**src/rtl/hub_fifo_arbiter.sv**
```systemverilog
// hub_fifo_arbiter: traffic manager between a hub's parent link and its child links.
//
// Child -> parent: round-robin merge of all child FIFOs into one registered
// upstream output stage (1-cycle latency, full throughput).
// Parent -> child: combinational routing by destination id (top FPGAID_WIDTH
// bits of the message); all-ones broadcasts to every child exactly once.
// Status: child flying/odd-cluster flags are OR-reduced into upstream flags.
//
// Ports:
//   clk, reset                      clock, asynchronous active-high reset
//   downstream_fifo_in_*            N child -> hub message streams (data/valid/ready)
//   upstream_fifo_out_*             merged hub -> parent stream
//   upstream_fifo_in_*              parent -> hub stream
//   downstream_fifo_out_*           hub -> N child streams (data replicated per slice)
//   downstream_has_message_flying   per-child in-flight status
//   downstream_has_odd_clusters     per-child odd-cluster status
//   upstream_has_message_flying     aggregated in-flight status
//   upstream_has_odd_clusters       aggregated odd-cluster status
//   route_error                     sticky flag: unicast to a nonexistent child
module hub_fifo_arbiter #(
    parameter int unsigned HUB_FIFO_WIDTH        = 40,
    parameter int unsigned DOWNSTREAM_FIFO_COUNT = 4,
    parameter int unsigned FPGAID_WIDTH          = 4
) (
    input  logic                                              clk,
    input  logic                                              reset,
    input  logic [DOWNSTREAM_FIFO_COUNT*HUB_FIFO_WIDTH-1:0]   downstream_fifo_in_data,
    input  logic [DOWNSTREAM_FIFO_COUNT-1:0]                  downstream_fifo_in_valid,
    output logic [DOWNSTREAM_FIFO_COUNT-1:0]                  downstream_fifo_in_ready,
    output logic [HUB_FIFO_WIDTH-1:0]                         upstream_fifo_out_data,
    output logic                                              upstream_fifo_out_valid,
    input  logic                                              upstream_fifo_out_ready,
    input  logic [HUB_FIFO_WIDTH-1:0]                         upstream_fifo_in_data,
    input  logic                                              upstream_fifo_in_valid,
    output logic                                              upstream_fifo_in_ready,
    output logic [DOWNSTREAM_FIFO_COUNT*HUB_FIFO_WIDTH-1:0]   downstream_fifo_out_data,
    output logic [DOWNSTREAM_FIFO_COUNT-1:0]                  downstream_fifo_out_valid,
    input  logic [DOWNSTREAM_FIFO_COUNT-1:0]                  downstream_fifo_out_ready,
    input  logic [DOWNSTREAM_FIFO_COUNT-1:0]                  downstream_has_message_flying,
    input  logic [DOWNSTREAM_FIFO_COUNT-1:0]                  downstream_has_odd_clusters,
    output logic                                              upstream_has_message_flying,
    output logic                                              upstream_has_odd_clusters,
    output logic                                              route_error
);

    localparam int unsigned W     = HUB_FIFO_WIDTH;
    localparam int unsigned N     = DOWNSTREAM_FIFO_COUNT;
    localparam int unsigned IDW   = FPGAID_WIDTH;
    localparam int unsigned PTR_W = (N > 1) ? $clog2(N) : 1;

    // Merge path state
    logic             out_valid_q;
    logic [W-1:0]     out_data_q;
    logic [PTR_W-1:0] rr_ptr_q;

    // Route path state
    logic [N-1:0]     bcast_done_q;
    logic [N-1:0]     bcast_done_d;
    logic             route_error_q;

    logic             load;
    logic             any_valid;
    logic [PTR_W-1:0] grant;
    logic [PTR_W-1:0] rr_next;
    logic [W-1:0]     sel_data;

    logic [IDW-1:0]   dest;
    logic             is_bcast;
    logic             is_unicast;
    logic [N-1:0]     done_next;
    logic             err_set;

    // ------------------------------------------------------------------
    // Merge path
    // ------------------------------------------------------------------
    assign load = !out_valid_q || upstream_fifo_out_ready;

    // First valid child at or after rr_ptr, wrapping around.
    always_comb begin
        int idx;
        any_valid = 1'b0;
        grant     = '0;
        idx       = 0;
        for (int k = 0; k < int'(N); k++) begin
            idx = (int'(rr_ptr_q) + k) % int'(N);
            if (!any_valid && downstream_fifo_in_valid[PTR_W'(idx)]) begin
                any_valid = 1'b1;
                grant     = PTR_W'(idx);
            end
        end
    end

    assign rr_next = (grant == PTR_W'(N - 1)) ? '0 : grant + PTR_W'(1);

    always_comb begin
        sel_data                 = '0;
        downstream_fifo_in_ready = '0;
        for (int i = 0; i < int'(N); i++) begin
            if (grant == PTR_W'(i)) begin
                sel_data = downstream_fifo_in_data[i*W +: W];
            end
            downstream_fifo_in_ready[i] = !reset && load && any_valid &&
                                          (grant == PTR_W'(i));
        end
    end

    assign upstream_fifo_out_valid = out_valid_q;
    assign upstream_fifo_out_data  = out_data_q;

    // ------------------------------------------------------------------
    // Route path
    // ------------------------------------------------------------------
    assign dest       = upstream_fifo_in_data[W-1 -: IDW];
    assign is_bcast   = (dest == '1);
    assign is_unicast = (32'(dest) < N);

    assign downstream_fifo_out_data = {N{upstream_fifo_in_data}};

    always_comb begin
        downstream_fifo_out_valid = '0;
        upstream_fifo_in_ready    = 1'b0;
        done_next                 = bcast_done_q;
        bcast_done_d              = bcast_done_q;
        err_set                   = 1'b0;
        if (!reset) begin
            if (is_bcast) begin
                // Children already served for this message are masked off so each
                // gets exactly one copy; the parent holds the message until all are done.
                downstream_fifo_out_valid = {N{upstream_fifo_in_valid}} & ~bcast_done_q;
                done_next = bcast_done_q | (downstream_fifo_out_valid & downstream_fifo_out_ready);
                upstream_fifo_in_ready = &done_next;
                bcast_done_d = upstream_fifo_in_ready ? '0 : done_next;
            end else if (is_unicast) begin
                for (int i = 0; i < int'(N); i++) begin
                    if (dest == IDW'(i)) begin
                        downstream_fifo_out_valid[i] = upstream_fifo_in_valid;
                        upstream_fifo_in_ready       = downstream_fifo_out_ready[i];
                    end
                end
            end else begin
                // Unroutable unicast: swallow it and flag the error.
                upstream_fifo_in_ready = 1'b1;
                err_set                = upstream_fifo_in_valid;
            end
        end
    end

    assign route_error = route_error_q;

    // ------------------------------------------------------------------
    // State
    // ------------------------------------------------------------------
    always_ff @(posedge clk or posedge reset) begin
        if (reset) begin
            out_valid_q   <= 1'b0;
            out_data_q    <= '0;
            rr_ptr_q      <= '0;
            bcast_done_q  <= '0;
            route_error_q <= 1'b0;
        end else begin
            if (load) begin
                if (any_valid) begin
                    out_valid_q <= 1'b1;
                    out_data_q  <= sel_data;
                    rr_ptr_q    <= rr_next;
                end else begin
                    out_valid_q <= 1'b0;
                end
            end
            bcast_done_q <= bcast_done_d;
            if (err_set) begin
                route_error_q <= 1'b1;
            end
        end
    end

    // ------------------------------------------------------------------
    // Status aggregation
    // ------------------------------------------------------------------
    assign upstream_has_message_flying = (|downstream_has_message_flying) | out_valid_q |
                                         (|downstream_fifo_in_valid) | upstream_fifo_in_valid;
    assign upstream_has_odd_clusters   = |downstream_has_odd_clusters;

endmodule

```
**config.mk**
```make
export PLATFORM = sky130hd
export DESIGN_NAME = hub_fifo_arbiter
export DESIGN_NICKNAME = d
export VERILOG_FILES = /design/src/rtl/hub_fifo_arbiter.sv
export SDC_FILE = /design/constraint.sdc
export NUM_CORES = 1
export LEC_CHECK = 0
export ABC_CLOCK_PERIOD_IN_PS = 5400
export CAP_MARGIN = 20
export CELL_PAD_IN_SITES_DETAIL_PLACEMENT = 2
export CELL_PAD_IN_SITES_GLOBAL_PLACEMENT = 2
export CORE_MARGIN = 2
export CORE_UTILIZATION = 16
export CTS_BUF_LIST = sky130_fd_sc_hd__clkbuf_8
export CTS_CLUSTER_DIAMETER = 150
export DETAILED_ROUTE_END_ITERATION = 8
export PLACE_DENSITY = 0.94
export SETUP_SLACK_MARGIN = 0.05
export SYNTH_ARGS = -nofsm -noshare
export SYNTH_HDL_FRONTEND = slang
export SYNTH_SLANG_ARGS = --single-unit
```
**constraint.sdc**
```tcl
create_clock -name clk -period 5.4 [get_ports clk]
set_clock_uncertainty 0.05 [all_clocks]
set_input_delay 1.08 -clock clk [delete_from_list [all_inputs] [get_ports clk]]
set_output_delay 1.08 -clock clk [all_outputs]
set_load 0.01 [all_outputs]
```
==> results.toml <==
[status]
status = "finished clean"

[setup_path]
cp_cell_sequence = "clkdlybuf4s50_1 -> or4_2 -> o21ai_0 -> or3_1 -> ha_2 -> and3_1 -> clkdlybuf4s50_1"
crit_path_end_kind = "primary output"
crit_fanout = 6
path_buf_inv = 2
worstSetupPathType = "in -> out"
crit_top_cell = "clkdlybuf4s50_1"
cp_top_family = "simple AND/OR/NAND/NOR gates"
start_kind = "input port"
critPathSlowestCell = "or4_2"
worstPathArrival_ns = 3.71
required_ns = 4.27
slowest_delay_ns = 0.72

[power]
power.density_nw_per_um2 = 359
p_leak_nw = 2.42
ir_drop_mv = 0.174
p_total_mw = 2.36

[clock_tree]
htreeDepth = 2
cts_inserted_buffers = 5
cts.repair_timing.setup_buffer_count = 0
postCtsHoldBufs = 0
path_clk_slew_ns = 0.11
cts_tree = "built"
clockBufferDepth = 2
clk_latency_ns = 0.32
ctsResizeCount = 0
cts-root-buf = "clkbuf_8"
clock_sinks = 48

[route]
vias = 4593
drc = 0
via_per_inst = 4.32
wl_per_cell_um = 19.6
ant_nets = 0
drt_iter0_drc = 182
drtPass1Iterations = 5
wl_um = 20800

[global_route]
track_usage = 0.128
grt_pass1_vias = 4981
grt_first_pass_wirelength_um = 30100
grt_antenna_before_repair = 0
grt_overflow = 0
grt_max_degree = 81

[logic_synthesis]
yosys.area.top_type_share = 0.252
syn-mean-instance-area_um2 = 7.80
synth_mux_area_frac = 0.00736
synth_compound_area_frac = 0.258
synthFlopType = "dfrtp_1"
ys_seq_elements = 48
synth-edff-count = 0
synth-simple-area-share = 0.139
ys_top_cells_by_area = "buf_4 (25%), dfrtp_1 (25%), a21oi_1 (9.7%)"
yosysSeqAreaShare = 0.252
synth_fp_nets = 834
async_reset_ff_frac = 1.00
synth_top_family_by_area = "buffers and inverters"
yosys_warnings = 0
post_synth_instance_area_um2 = 4760
ys_types = 38
synth_xor_area_frac = 0
synthCells = 610
yosys.area_share.adder = 0.0105
yosysTopAreaCell = "buf_4"

[die]
start_util = 0.161
die_w_um = 176
pin_count = 433
core-area_um2 = 29500
die-area_um2 = 31100
num_rows = 63
fp.dieH_um = 176

[timing]
rsz0062_at_grt = "no"
slew_headroom = 0.397
post-route-period-util = 0.897
tightest_slew_ns = 0.904
post-route-worst-setup-slack_ns = 0.556
hold_viol = 0
tns_ns = 0
fin_crit_ns = 4.84
whs_ns = 0.475
drv_slew = 0
fmax_ghz = 0.206
setup-violations-final = 0

[finish]
layout_common_cells = "clkdlybuf4s50_1 (252), a21oi_1 (92), dfrtp_1 (48)"
final_common_cell = "clkdlybuf4s50_1"
nets = 895
fin_cells = 1062
drive_gt1_frac = 0.0446
nFillCells = 3421
area_delta_synth_final_pct = 38.2
antenna_cells = 0

[placed_design]
dp_slack_ns = 0.564
portBuffers = 252
gp_congestion = 0.739
post-place-cells = 1054
hpwl_um = 15500

[flow_run]
maxCapViolations = 0

[hold_path]
min_path_type = "reg -> reg"
[per-stage QoR]
step,area (um2),util
floorplan,4760,-
global placement,6460,0.219
detailed placement,6460,0.219
CTS,6570,0.223
global route,6570,0.223
finish,6570,0.223
[worst register-to-register path: stages (launching register included)]
cell and delay [ns]:
dfrtp_1 0.49, mux2i_1 0.26, o21ai_0 0.16, nor3_1 0.17, buf_4 0.17, ha_2 0.19
buf_4 0.58, a21oi_1 0.27, a221o_1 0.37, a31oi_1 0.21
[cell usage after synthesis (2+ instances only)]
master and instances:
o22ai_1 3, nand3_1 2, nor2_1 4, and4_1 2
clkbuf_1 37, buf_4 160, nor4_1 3, buf_1 6
buf_6 5, and3_1 5, mux2i_1 2, ha_1 4
nand3b_1 40, a31oi_1 44, o21ai_0 2, or4_1 2
inv_1 42, and2_1 2, nand2_1 44, nor2b_1 2
or3_1 2, dfrtp_1 48, a21oi_1 92, nand2b_1 4
a221o_1 40
[flip-flops by register name, summed over array words and instances, names as in the netlist]
name,flops
bcast_done_q,4
route_error,1
upstream_fifo_out_valid,1
rr_ptr_q,2
upstream_fifo_out_data,40
[final timing paths]
path                                              from                                      to  slack [ns]  cells past startpoint
max reg2reg                    rr_ptr_q[1]$_DFFE_PP0P_   upstream_fifo_out_data[8]$_DFFE_PP0P_        2.41                      9
min                            route_error$_DFFE_PP0P_                 route_error$_DFFE_PP0P_        0.48                      1
max in group asynchronous                        reset  upstream_fifo_out_data[15]$_DFFE_PP0P_        3.40                      3
min in group asynchronous                        reset  upstream_fifo_out_data[38]$_DFFE_PP0P_        1.14                      2
min reg2reg                    route_error$_DFFE_PP0P_                 route_error$_DFFE_PP0P_        0.48                      1
max                        downstream_fifo_in_valid[0]             downstream_fifo_in_ready[0]        0.56                      7
[routing by layer]
metal / track usage / part of all wire
met1: 0.147 / 0.40
met2: 0.228 / 0.50
met3: 0.0304 / 0.064
met4: 0.0534 / 0.034
met5: 0 / 0
[cell type report]
| type | instances | area, um2 | share of cell area |
|---|---|---|---|
| clock buffer | 5 | 68.8 | 0.0105 |
| clock inverter | 3 | 42.5 | 0.00647 |
| inverter | 42 | 158 | 0.0240 |
| multi-input combinational | 311 | 2010 | 0.306 |
| sequential | 48 | 1200 | 0.183 |
| tap | 390 | 488 | 0.0742 |
| timing repair buffer | 263 | 2610 | 0.396 |
[logic make-up after synthesis]
family          Yosys count
buf+inv                 251
flops                    48
mux                       3
compound gates          188
fa+ha+maj                 4
simple gates            116
[where the power goes]
group | leakage [nW] | switching [mW] | internal, mW | total, mW
clock network | 0.0541 | 0.153 | 0.138 | 0.291
registers | 0.553 | 0.0943 | 0.502 | 0.597
logic | 1.81 | 0.751 | 0.722 | 1.47
No activity file was read; power rests on OpenSTA's default activity.
